**config.mk**
```make
export PLATFORM = sky130hd
export DESIGN_NAME = buzz_round_arbiter
export DESIGN_NICKNAME = d
export VERILOG_FILES = /design/src/rtl/buzz_round_arbiter_pkg.sv /design/src/rtl/buzz_round_arbiter_rr_priority_pick.sv /design/src/rtl/buzz_round_arbiter.sv
export SDC_FILE = /design/constraint.sdc
export NUM_CORES = 1
export LEC_CHECK = 0
export ABC_AREA = 1
export CAP_MARGIN = 40
export CORE_MARGIN = 2
export CORE_UTILIZATION = 40
export DETAILED_ROUTE_END_ITERATION = 12
export SETUP_SLACK_MARGIN = 0.1
export SYNTH_ARGS = -nofsm -noshare
export SYNTH_HDL_FRONTEND = slang
export SYNTH_SLANG_ARGS = --single-unit
```
**constraint.sdc**
```tcl
create_clock -name clk -period 2.6 [get_ports clk]
set_clock_uncertainty 0.15 [all_clocks]
set_input_delay 0.52 -clock clk [delete_from_list [all_inputs] [get_ports clk]]
set_output_delay 0.52 -clock clk [all_outputs]
set_load 0.01 [all_outputs]
```
**src/rtl/buzz_round_arbiter_pkg.sv**
```systemverilog
// Shared definitions for the quiz round sequencer: round states, default sizing
// and the width helpers also used by the scoreboard and display blocks.
package buzz_round_arbiter_pkg;

    typedef enum logic [1:0] {
        ST_IDLE   = 2'd0,
        ST_ARMED  = 2'd1,
        ST_LOCKED = 2'd2
    } round_state_e;

    localparam int DEF_N_PLAYERS  = 4;
    localparam int DEF_ARM_CYC    = 20;
    localparam int DEF_ANSWER_CYC = 10;

    function automatic int idx_width(input int n);
        return (n > 1) ? $clog2(n) : 1;
    endfunction

    // The counter must hold the larger reload value itself.
    function automatic int cnt_width(input int a, input int b);
        return $clog2(((a > b) ? a : b) + 1);
    endfunction

endpackage

```
**src/rtl/buzz_round_arbiter_rr_priority_pick.sv**
```systemverilog
// Combinational rotating-priority encoder: the first set request at or after
// ptr (wrapping mod N) wins.
module rr_priority_pick #(
    parameter int N  = 4,
    parameter int IW = 2
) (
    input  logic [N-1:0]  req,
    input  logic [IW-1:0] ptr,
    output logic [N-1:0]  onehot,
    output logic [IW-1:0] idx,
    output logic          any
);

    always_comb begin
        int unsigned pos;
        onehot = '0;
        idx    = '0;
        any    = 1'b0;
        pos    = 0;
        for (int unsigned k = 0; k < N; k++) begin
            pos = ({{(32-IW){1'b0}}, ptr} + k) % N;
            if (!any && req[pos[IW-1:0]]) begin
                onehot[pos[IW-1:0]] = 1'b1;
                idx                 = pos[IW-1:0];
                any                 = 1'b1;
            end
        end
    end

endmodule

```
**src/rtl/buzz_round_arbiter.sv**
```systemverilog
// Quiz round sequencer and first-buzz arbiter: arms a round on a start edge,
// grants the first eligible press, and turns the host judgement into score pulses.
module buzz_round_arbiter
    import buzz_round_arbiter_pkg::*;
#(
    parameter  int N_PLAYERS  = DEF_N_PLAYERS,
    parameter  int ARM_CYC    = DEF_ARM_CYC,
    parameter  int ANSWER_CYC = DEF_ANSWER_CYC,
    localparam int IDX_W      = idx_width(N_PLAYERS),
    localparam int CNT_W      = cnt_width(ARM_CYC, ANSWER_CYC)
) (
    input  logic                 clk,
    input  logic                 rst,
    input  logic                 start,
    input  logic [N_PLAYERS-1:0] buzz,
    input  logic                 yes,
    input  logic                 no,
    output logic [N_PLAYERS-1:0] grant,
    output logic                 grant_valid,
    output logic [IDX_W-1:0]     winner_idx,
    output logic [CNT_W-1:0]     time_left,
    output logic                 score_inc,
    output logic                 score_dec,
    output logic                 timeout,
    output logic                 round_void,
    output logic [N_PLAYERS-1:0] foul,
    output logic                 busy
);

    round_state_e         state, state_d;
    logic [N_PLAYERS-1:0] buzz_q;
    logic                 start_q, yes_q, no_q;
    logic [IDX_W-1:0]     rr_ptr, rr_ptr_d;

    logic [N_PLAYERS-1:0] grant_d, foul_d;
    logic [IDX_W-1:0]     winner_idx_d;
    logic [CNT_W-1:0]     time_left_d;
    logic                 score_inc_d, score_dec_d, timeout_d, round_void_d;

    logic [N_PLAYERS-1:0] press, elig, pick_onehot;
    logic [IDX_W-1:0]     pick_idx;
    logic                 pick_any, start_edge, judge_yes, judge_no;

    assign press      = buzz & ~buzz_q;
    assign start_edge = start & ~start_q;
    // Simultaneous yes/no edges cancel and count as no judgement.
    assign judge_yes  = (yes & ~yes_q) & ~(no & ~no_q);
    assign judge_no   = (no & ~no_q) & ~(yes & ~yes_q);
    assign elig       = press & ~foul;

    assign grant_valid = (state == ST_LOCKED);
    assign busy        = (state != ST_IDLE);

    rr_priority_pick #(
        .N  (N_PLAYERS),
        .IW (IDX_W)
    ) u_pick (
        .req    (elig),
        .ptr    (rr_ptr),
        .onehot (pick_onehot),
        .idx    (pick_idx),
        .any    (pick_any)
    );

    always_comb begin
        state_d      = state;
        grant_d      = grant;
        winner_idx_d = winner_idx;
        time_left_d  = time_left;
        rr_ptr_d     = rr_ptr;
        foul_d       = foul;
        score_inc_d  = 1'b0;
        score_dec_d  = 1'b0;
        timeout_d    = 1'b0;
        round_void_d = 1'b0;
        unique case (state)
            ST_IDLE: begin
                foul_d = foul | press;
                if (start_edge) begin
                    state_d     = ST_ARMED;
                    time_left_d = CNT_W'(ARM_CYC);
                end
            end
            ST_ARMED: begin
                if (pick_any) begin
                    state_d      = ST_LOCKED;
                    grant_d      = pick_onehot;
                    winner_idx_d = pick_idx;
                    time_left_d  = CNT_W'(ANSWER_CYC);
                    rr_ptr_d     = (pick_idx == IDX_W'(N_PLAYERS - 1)) ? '0 : pick_idx + IDX_W'(1);
                end else if (time_left == CNT_W'(1)) begin
                    state_d      = ST_IDLE;
                    time_left_d  = '0;
                    round_void_d = 1'b1;
                end else begin
                    time_left_d = time_left - CNT_W'(1);
                end
            end
            ST_LOCKED: begin
                if (judge_yes || judge_no || time_left == CNT_W'(1)) begin
                    state_d     = ST_IDLE;
                    grant_d     = '0;
                    foul_d      = '0;
                    time_left_d = '0;
                    score_inc_d = judge_yes;
                    score_dec_d = ~judge_yes;
                    timeout_d   = ~judge_yes & ~judge_no;
                end else begin
                    time_left_d = time_left - CNT_W'(1);
                end
            end
            default: state_d = ST_IDLE;
        endcase
    end

    always_ff @(posedge clk) begin
        if (rst) begin
            state      <= ST_IDLE;
            buzz_q     <= '1;
            start_q    <= 1'b0;
            yes_q      <= 1'b0;
            no_q       <= 1'b0;
            rr_ptr     <= '0;
            grant      <= '0;
            winner_idx <= '0;
            time_left  <= '0;
            foul       <= '0;
            score_inc  <= 1'b0;
            score_dec  <= 1'b0;
            timeout    <= 1'b0;
            round_void <= 1'b0;
        end else begin
            state      <= state_d;
            buzz_q     <= buzz;
            start_q    <= start;
            yes_q      <= yes;
            no_q       <= no;
            rr_ptr     <= rr_ptr_d;
            grant      <= grant_d;
            winner_idx <= winner_idx_d;
            time_left  <= time_left_d;
            foul       <= foul_d;
            score_inc  <= score_inc_d;
            score_dec  <= score_dec_d;
            timeout    <= timeout_d;
            round_void <= round_void_d;
        end
    end

endmodule
```
==> impl_metrics.tcl, run 1 <==
set metrics [dict create \
    synth-seq-cells 30 \
    path_clk_slew_ns 0.07 \
    ys.flop_type "dfxtp_1" \
    core_area_um2 4720 \
    setup_viol_count_final 0 \
    synth.net_count 303 \
    drc_errors 0 \
    port_buffers 29 \
    postSynth.asyncResetShare 0 \
    vias_per_cell 4.64 \
    firstDrtPassIters 4 \
    drive_gt1_frac 0.180 \
    dp_hpwl_um 3290 \
    cpPeakStageDelay_ns 0.54 \
    min_path_cells 2 \
    synth_top_area_share 0.305 \
    fmax_ghz 0.434 \
    syn_inst 279 \
    numClockSinks 30 \
    hold_class "reg -> reg" \
    cts_root_buf "clkbuf_8" \
    die_area_um2 5500 \
    fp-row-count 25 \
    mostFrequentLayoutCell "nand2_1" \
    reg2reg_depth 13 \
    wl_per_cell_um 11.2 \
    hold_start "grant[0]" \
    min_period_over_period 0.886 \
    dp_cells 376 \
    maxCapViolCount 0 \
    die_w_um 74.2 \
    drt-total-wl_um 4320 \
    end_kind "output pin" \
    die_y_um 74.2 \
    yosys_warnings 0 \
    grt_max_degree 15 \
    grt_usage 0.177 \
    power.leakage_nw 1.16 \
    place.gp.congestion 0.820 \
    clock_path_buffers 2 \
    rr_startpoint "rr_ptr[1]" \
    insertion_delay_ns 0.28 \
    synthDistinctLibCells 26 \
    grt_pass1_vias 1611 \
    tightest_slew_ns 0.383 \
    instances_no_fill 384 \
    fin_crit_ns 2.30 \
    worst_ir_drop_vdd_uv 437 \
    maxSlewViolCount 0 \
    num_antenna_cells 0 \
    holdBufCountCts 0 \
    start_util 0.417 \
    timing.critical_path.mode_cell "inv_1" \
    cts_tree "built" \
    cts_setup_buffers 0 \
    fillers 490 \
    synthTopCellsByArea "dfxtp_1 30%, ha_1 9.5%, nand2_1 9.1%" \
    syn_area_um2 1970 \
    worstPathCellList "inv_1 -> ha_1 -> inv_1 -> clkdlybuf4s50_1" \
    area_delta_synth_final_pct 24.2 \
    pin_count 30 \
    r2r_end "winner_idx[1]" \
    cts_buffers 5 \
    slowest_stage "clkdlybuf4s50_1" \
    vias 1783 \
    synth_edf_count 0 \
    timing.slew.headroom 0.744 \
    worstSetupPathType "reg -> out" \
    cp_max_fo 4 \
    synth.largest_area_cell "dfxtp_1" \
    first_iter_violations 62 \
    antenna_found_initial 0 \
    status "finished, final reports clean" \
    cp.arrival_ns 1.63 \
    cts_resized 0 \
    ys_seq_area_frac 0.305 \
    whs_endpoint "grant[0]" \
    rsz0062_at_grt "no" \
    final_util 0.518 \
    reg2reg_slack_ns 0.54 \
    finalNetCount 340 \
    hold_viol 0 \
    htreeDepth 2 \
    required_ns 1.93 \
    antenna_left 0 \
    cp-start-kind "flip-flop" \
    layout_common_cells "48 x nand2_1, 39 x inv_1, 30 x dfxtp_1, 29 x clkdlybuf4s50_1" \
    grt_overflow 0 \
    avgSynthCellArea_um2 7.06 \
    grt_first_pass_wirelength_um 7380 \
    powerDensity_nw_per_um2 1130 \
]
[report_power, final]
group	switching, mW	internal (mW)	total [mW]
combinational	1.10	0.639	1.74
clock	0.186	0.212	0.399
sequential	0.0660	0.555	0.621
total	1.35	1.41	2.76
[synth_stat cells (2+ instances only)]
cell,number
clkbuf_1,2
nand2_1,48
a21oi_1,17
xor2_1,2
ha_1,15
or2_2,5
o21ai_1,5
nor2_2,3
nand3_1,28
buf_6,3
inv_2,7
o21ai_0,8
nand2_4,2
nand4_1,7
nor2_1,28
dfxtp_1,30
nand3_2,11
nand2_2,9
nand4_2,4
inv_1,39
[worst max-delay path by stage]
| stage | start | end | slack, ns |
|---|---|---|---|
| finish | state[0] | busy | 0.30 |
| detailed placement | no | time_left[3] | -0.01 |
| floorplan | rr_ptr[1] | winner_idx[1] | 0.55 |
| CTS | no | time_left[1] | 0.28 |
| global route | no | time_left[3] | 0.10 |
| global placement | no | time_left[1] | 0.03 |
[flip-flops by register name (all words and copies together) (netlist names), 2 cells and up, named ones only]
name        flops
time_left       5
buzz_q          4
winner_idx      2
foul            4
grant           4
state           2
[cell type report]
class	instances	area [um2]	share of cell area
flip-flops and latches	30	601	0.246
clock buffers	6	82.6	0.0338
inverters	47	176	0.0721
repair buffers	35	335	0.137
well taps	67	83.8	0.0343
multi-input cells	197	1150	0.472
clock inverters	2	12.5	0.00512
[metal layers]
layer	vias to the layer above	track usage	wire [um]
li1	968	-	-
met1	778	0.245	2180
met2	28	0.270	1940
met3	9	0.0366	120
met4	0	0.0667	77
met5	-	0	0
[worst max-delay path, delay by kind of cell, from the launching register on]
family | cells | cell delay (ns)
fa+ha+maj | 1 | 0.23
buf+inv | 3 | 0.72
flops | 1 | 0.40
[cell families after synthesis]
kind of cell,after synthesis,synth area share
AND/OR/NAND/NOR,149,0.400
buffers and inverters,52,0.111
AO/OA/AOI/OAI,30,0.0762
flip-flops,30,0.305
adder cells (fa/ha/maj),15,0.0953
XOR/XNOR,3,0.0133
[stage by stage]
stage / TNS (ns) / power, mW / hold slack (ns) / setup slack, ns / cell area, um2
floorplan: 0 / 1.92 / 0.340 / 0.551 / 1970
global placement: 0 / 2.36 / 0.304 / 0.0262 / 2350
detailed placement: -0.0145 / 2.37 / 0.306 / -0.0106 / 2350
CTS: 0 / 2.79 / 0.317 / 0.282 / 2440
global route: 0 / 3.04 / 0.330 / 0.103 / 2450
finish: 0 / 2.76 / 0.315 / 0.297 / 2450
(Power assumes the default switching activity.)
==> run 2: changes to the inputs <==
--- a/config.mk
+++ b/config.mk
@@ -10,6 +10,7 @@
 export CORE_MARGIN = 2
 export CORE_UTILIZATION = 40
 export DETAILED_ROUTE_END_ITERATION = 12
+export GPL_TIMING_DRIVEN = 1
 export SETUP_SLACK_MARGIN = 0.1
 export SYNTH_ARGS = -nofsm -noshare
 export SYNTH_HDL_FRONTEND = slang
==> results of run 2 <==
No change in the layout: final DEF, timing and power equal those of run 1.
